File: src/rtl/serv_bus_arbiter_pkg.sv
// Shared definitions for the SERV instruction/data bus arbiter.
//   - Wishbone field widths used by the arbiter ports
//   - watchdog counter width
//   - FSM state encoding (idle, ibus owns port, dbus owns port)
//   - byte select driven for instruction fetches
//   - tie-break helper used when leaving idle
package serv_bus_arbiter_pkg;

  localparam int unsigned WB_AW  = 32;
  localparam int unsigned WB_DW  = 32;
  localparam int unsigned WB_SW  = 4;
  localparam int unsigned WDOG_W = 16;

  localparam logic [WB_SW-1:0] IBUS_SEL = 4'hF;

  typedef enum logic [1:0] {
    ST_IDLE = 2'd0,
    ST_IBUS = 2'd1,
    ST_DBUS = 2'd2
  } arb_state_e;

  // Returns 1 when the dbus should be granted. Only meaningful when at least
  // one request is present. On a tie, fixed priority favours the dbus;
  // round-robin hands the port to whichever master did not own it last.
  function automatic logic pick_dbus(input logic ireq,
                                     input logic dreq,
                                     input logic rr_en,
                                     input logic last_dbus);
    if (ireq && dreq) return rr_en ? ~last_dbus : 1'b1;
    return dreq;
  endfunction

endpackage

File: src/rtl/serv_bus_arbiter_wdog.sv
// Transaction watchdog for the bus arbiter.
//   i_clk    : clock, rising edge
//   i_rst_n  : asynchronous active-low reset
//   i_clr    : clear the counter (held while no transaction is granted)
//   i_en     : count one granted cycle without acknowledge
//   o_expire : counter has reached TIMEOUT-1 (never asserted for TIMEOUT=0)
// The counter saturates at all-ones instead of wrapping.
module serv_bus_wdog
  import serv_bus_arbiter_pkg::*;
#(
  parameter logic [WDOG_W-1:0] TIMEOUT = 16'd0
) (
  input  logic i_clk,
  input  logic i_rst_n,
  input  logic i_clr,
  input  logic i_en,
  output logic o_expire
);

  logic [WDOG_W-1:0] cnt;

  always_ff @(posedge i_clk or negedge i_rst_n) begin
    if (!i_rst_n) begin
      cnt <= '0;
    end else if (i_clr) begin
      cnt <= '0;
    end else if (i_en && (cnt != '1)) begin
      cnt <= cnt + 16'd1;
    end
  end

  always_comb begin
    o_expire = (TIMEOUT != '0) && (cnt == (TIMEOUT - 16'd1));
  end

endmodule

File: src/rtl/serv_bus_arbiter.sv
// Two-master arbiter sharing one classic Wishbone port between the SERV
// instruction bus and data bus.
//   i_clk, i_rst_n          : clock (rising edge), async active-low reset
//   i_ibus_*/o_ibus_*       : instruction fetch master (read only)
//   i_dbus_*/o_dbus_*       : data master (read/write, byte selects)
//   o_wb_*/i_wb_*           : shared slave port; adr/dat/sel/we/cyc registered
//   o_timeout               : one-cycle pulse when the watchdog ends a transfer
//   o_gnt_dbus              : registered, high while the dbus owns the port
// Grant and request fields are captured on leaving idle and held for the
// whole transfer. Slave ack/rdt are forwarded combinationally to the owner.
module serv_bus_arbiter
  import serv_bus_arbiter_pkg::*;
#(
  parameter logic              RR_EN   = 1'b0,
  parameter logic [WDOG_W-1:0] TIMEOUT = 16'd0,
  parameter logic [WB_DW-1:0]  ERR_RDT = 32'h0000_0000
) (
  input  logic             i_clk,
  input  logic             i_rst_n,
  input  logic [WB_AW-1:0] i_ibus_adr,
  input  logic             i_ibus_cyc,
  output logic [WB_DW-1:0] o_ibus_rdt,
  output logic             o_ibus_ack,
  input  logic [WB_AW-1:0] i_dbus_adr,
  input  logic [WB_DW-1:0] i_dbus_dat,
  input  logic [WB_SW-1:0] i_dbus_sel,
  input  logic             i_dbus_we,
  input  logic             i_dbus_cyc,
  output logic [WB_DW-1:0] o_dbus_rdt,
  output logic             o_dbus_ack,
  output logic [WB_AW-1:0] o_wb_adr,
  output logic [WB_DW-1:0] o_wb_dat,
  output logic [WB_SW-1:0] o_wb_sel,
  output logic             o_wb_we,
  output logic             o_wb_cyc,
  input  logic [WB_DW-1:0] i_wb_rdt,
  input  logic             i_wb_ack,
  output logic             o_timeout,
  output logic             o_gnt_dbus
);

  arb_state_e       state;
  arb_state_e       state_nxt;
  logic             last_dbus;
  logic             granted;
  logic             owner_cyc;
  logic             wd_expire;
  logic             tmo_fire;
  logic [WB_DW-1:0] fwd_rdt;

  assign granted   = (state != ST_IDLE);
  assign owner_cyc = (state == ST_DBUS) ? i_dbus_cyc : i_ibus_cyc;
  // A real acknowledge in the expiry cycle wins over the watchdog.
  assign tmo_fire  = granted && wd_expire && !i_wb_ack;
  assign fwd_rdt   = tmo_fire ? ERR_RDT : i_wb_rdt;

  serv_bus_wdog #(
    .TIMEOUT (TIMEOUT)
  ) u_wdog (
    .i_clk    (i_clk),
    .i_rst_n  (i_rst_n),
    .i_clr    (!granted),
    .i_en     (granted && !i_wb_ack),
    .o_expire (wd_expire)
  );

  // State register
  always_ff @(posedge i_clk or negedge i_rst_n) begin
    if (!i_rst_n) begin
      state <= ST_IDLE;
    end else begin
      state <= state_nxt;
    end
  end

  // Next-state logic. Granted states always fall back to idle, which
  // enforces one idle cycle between any two transfers.
  always_comb begin
    state_nxt = state;
    case (state)
      ST_IDLE: begin
        if (i_ibus_cyc || i_dbus_cyc) begin
          state_nxt = pick_dbus(i_ibus_cyc, i_dbus_cyc, RR_EN, last_dbus)
                      ? ST_DBUS : ST_IBUS;
        end
      end
      ST_IBUS, ST_DBUS: begin
        if (i_wb_ack || tmo_fire || !owner_cyc) state_nxt = ST_IDLE;
      end
      default: state_nxt = ST_IDLE;
    endcase
  end

  // Registered port fields. cyc/gnt follow the next state so they line up
  // with the state register; the request fields are latched only on grant.
  always_ff @(posedge i_clk or negedge i_rst_n) begin
    if (!i_rst_n) begin
      o_wb_cyc   <= 1'b0;
      o_gnt_dbus <= 1'b0;
      o_wb_adr   <= '0;
      o_wb_dat   <= '0;
      o_wb_sel   <= '0;
      o_wb_we    <= 1'b0;
      last_dbus  <= 1'b0;
    end else begin
      o_wb_cyc   <= (state_nxt != ST_IDLE);
      o_gnt_dbus <= (state_nxt == ST_DBUS);
      if (state == ST_IDLE) begin
        if (state_nxt == ST_DBUS) begin
          o_wb_adr  <= i_dbus_adr;
          o_wb_dat  <= i_dbus_dat;
          o_wb_sel  <= i_dbus_sel;
          o_wb_we   <= i_dbus_we;
          last_dbus <= 1'b1;
        end else if (state_nxt == ST_IBUS) begin
          o_wb_adr  <= i_ibus_adr;
          o_wb_dat  <= '0;
          o_wb_sel  <= IBUS_SEL;
          o_wb_we   <= 1'b0;
          last_dbus <= 1'b0;
        end
      end
    end
  end

  // Master-side outputs: only the current owner sees ack/rdt.
  always_comb begin
    o_ibus_ack = 1'b0;
    o_ibus_rdt = '0;
    o_dbus_ack = 1'b0;
    o_dbus_rdt = '0;
    o_timeout  = tmo_fire;
    case (state)
      ST_IBUS: begin
        o_ibus_ack = i_wb_ack || tmo_fire;
        o_ibus_rdt = fwd_rdt;
      end
      ST_DBUS: begin
        o_dbus_ack = i_wb_ack || tmo_fire;
        o_dbus_rdt = fwd_rdt;
      end
      default: ;
    endcase
  end

endmodule

File: config.mk
export PLATFORM = sky130hd
export DESIGN_NAME = serv_bus_arbiter
export DESIGN_NICKNAME = d
export VERILOG_FILES = /design/src/rtl/serv_bus_arbiter_pkg.sv /design/src/rtl/serv_bus_arbiter_wdog.sv /design/src/rtl/serv_bus_arbiter.sv
export SDC_FILE = /design/constraint.sdc
export NUM_CORES = 1
export LEC_CHECK = 0
export ABC_AREA = 1
export BUFFER_PORTS_ARGS = -buffer_cell sky130_fd_sc_hd__buf_2
export CAP_MARGIN = 20
export CORE_AREA = 3 3 105 107
export CTS_BUF_LIST = sky130_fd_sc_hd__clkbuf_4 sky130_fd_sc_hd__clkbuf_8 sky130_fd_sc_hd__clkbuf_16
export DETAILED_ROUTE_END_ITERATION = 6
export DIE_AREA = 0 0 108 110
export MAX_ROUTING_LAYER = met4
export PLACE_DENSITY = 0.85
export SLEW_MARGIN = 10
export SYNTH_ARGS = -nofsm -noshare
export SYNTH_HDL_FRONTEND = slang
export SYNTH_HIERARCHICAL = 1
export SYNTH_SLANG_ARGS = --single-unit
export TNS_END_PERCENT = 100
File: constraint.sdc
create_clock -name i_clk -period 5.35 [get_ports i_clk]
set_input_delay 1.07 -clock i_clk [delete_from_list [all_inputs] [get_ports i_clk]]
set_output_delay 1.07 -clock i_clk [all_outputs]
set_load 0.005 [all_outputs]
==> flow_summary.ini <==
[status]
status = finished with violations
failed_checks = slew limit

[detailed_routing]
first_pass_iters = 4
drt_iter0_markers = 353
ant_nets = 0
wire_per_inst_um = 13.9
drc_errors = 0
wl_um = 12200
via_per_inst = 4.78
vias = 4212

[timing]
relSlewSlack = -2.68
finalHoldViolations = 0
period_share = 0.667
final-setup-viol-count = 0
whs_ns = 0.484
worstMarginPinSlew_ns = 5.50
slew_violations = 65
rsz0062_at_grt = no
finClkSkew_ns = 0.00511
layout_min_cycle_time_ns = 3.57
tns_ns = 0
clock.fmax_ghz = 0.280

[critical_path]
critPathLaunchType = register
crit_fanout = 107
critical_path_class = reg2reg
regToRegSetupSlack_ns = 1.78
required_ns = 5.56
critPathCaptureType = register
cp.arrival_ns = 3.78

[synthesis]
yosys_warnings = 6
syn_nets = 635
syn_area_mm2 = 0.00401
synthCells = 490
synth.avg_cell_area_um2 = 8.19

[power]
switching_share = 0.444
powerDensity_mw_per_mm2 = 495
p_total_uw = 2750
comb_power_share = 0.518
peakVddDrop_uv = 312
p_sw_uw = 1220
p_int_uw = 1530
clkPwrFrac = 0.160
seqPwrFrac = 0.322
p_leak_uw = 0.00298

[clocking]
post_cts_resized = 0
cts-root-buf = clkbuf_8
cts_tree = done
clk_latency_ns = 0.35
post_cts_buffers = 0
cts_htree_levels = 3
clock_path_buffers = 2
path_clk_slew_ns = 0.08
postCtsHoldBufs = 0
clock_sinks = 73
cts-buffers-inserted = 9

[global_route]
grt_pass1_wl_um = 18100
grt_start_max_net_pins = 108
grt_usage = 0.198
antenna_found_initial = 0
grt.overflow.total = 0
grt_pass1_vias = 3776

[place]
dp_hpwl_um = 9000
place.gp.congestion = 0.793
port_buffers = 274

[layout]
nets = 885
drive_gt1_frac = 0.466
syn_to_final_growth_pct = 38.5
diodes = 0
multiInputGateArea_mm2 = 0.00179
fillers = 998
fin_util = 0.543
seqCellArea_mm2 = 0.00183

[die]
start_util = 0.392
die_w_um = 108
die-area_mm2 = 0.0119
core_area_mm2 = 0.0102
rows = 37
io-pin-count = 276
die_y_um = 110

[flow_run]
maxCapViolations = 0

[worst_hold_path]
min_path_type = reg2reg
[stage by stage]
stage	cells	cell area, um^2	worst slack (ns)
final	881	5560	1.78
after global routing	881	5560	1.37
after CTS	881	5560	1.73
after detailed placement	865	5360	1.60
after global placement	865	5360	1.70
after floorplan	490	4010	2.84
[metal layers]
layer / vias to the layer above / track usage / routed length, um
met5: - / - / 0
li1: 2067 / - / -
met4: 0 / 0.0839 / 329
met1: 1926 / 0.218 / 4510
met3: 21 / 0.0431 / 1130
met2: 198 / 0.347 / 6270
[cell usage in the layout, fill, tap and decap left out, types with 2 or more instances in the layout]
| cell | count |
|---|---|
| nand3_1 | 2 |
| inv_1 | 42 |
| nor3_2 | 50 |
| o21ai_1 | 3 |
| a21oi_1 | 67 |
| inv_6 | 2 |
| inv_2 | 2 |
| nand2_1 | 113 |
| ha_1 | 7 |
| dfrtp_1 | 73 |
| nor2_1 | 39 |
| clkbuf_8 | 9 |
| nor3_1 | 14 |
| buf_2 | 273 |
| clkinvlp_4 | 3 |
| o21ai_0 | 35 |
| buf_4 | 5 |
[flip-flops by register name (all words and copies together), names as in the netlist]
signal and cells:
state 2, o_gnt_dbus 1, o_wb_sel 4, o_wb_dat 32
o_wb_cyc 1, o_wb_we 1, o_wb_adr 32
[final timing paths]
| path | from | end | cells after the start |
|---|---|---|---|
| worst min register to register | o_wb_dat[21]$_DFFE_PN0P_ | o_wb_dat[21]$_DFFE_PN0P_ | 2 |
| min in group asynchronous | i_rst_n | o_wb_dat[9]$_DFFE_PN0P_ | 1 |
| max in group asynchronous | i_rst_n | o_gnt_dbus$_DFF_PN0_ | 1 |
| worst max-delay path | state[0]$_DFF_PN0_ | o_wb_adr[10]$_DFFE_PN0P_ | 14 |
| worst max register to register | state[0]$_DFF_PN0_ | o_wb_adr[10]$_DFFE_PN0P_ | 14 |
| worst min-delay path | o_wb_dat[21]$_DFFE_PN0P_ | o_wb_dat[21]$_DFFE_PN0P_ | 2 |
[area by class of cell]
type / instances / area share
tap: 136 / 0.0306
clock inverter: 7 / 0.0142
timing repair buffer: 278 / 0.253
sequential: 73 / 0.329
multi-input combinational: 333 / 0.321
inverter: 45 / 0.0304
clock buffer: 9 / 0.0223
[power by group through the flow]
stage                     Clock (uW)  Sequential, uW  Combinational, uW
after floorplan                    0             901                933
after global placement             0             889               1400
after detailed placement           0             889               1440
after CTS                        454             885               1440
after global routing             475             909               1610
final                            440             885               1420
[worst max-delay path: stages, from the launching register on]
cell	delay [ns]
dfrtp_1	0.43
inv_1	0.08
ha_1	0.21
clkinv_1	0.05
buf_4	0.39
nand2_1	0.09
nand2_1	0.10
nand3_1	0.09
nand2_1	0.08
nand2_1	0.09
ha_1	0.34
nand2_4	0.72
inv_2	0.49
nor2_1	0.19
a21oi_1	0.07
Power figures use the tool's default switching activity.
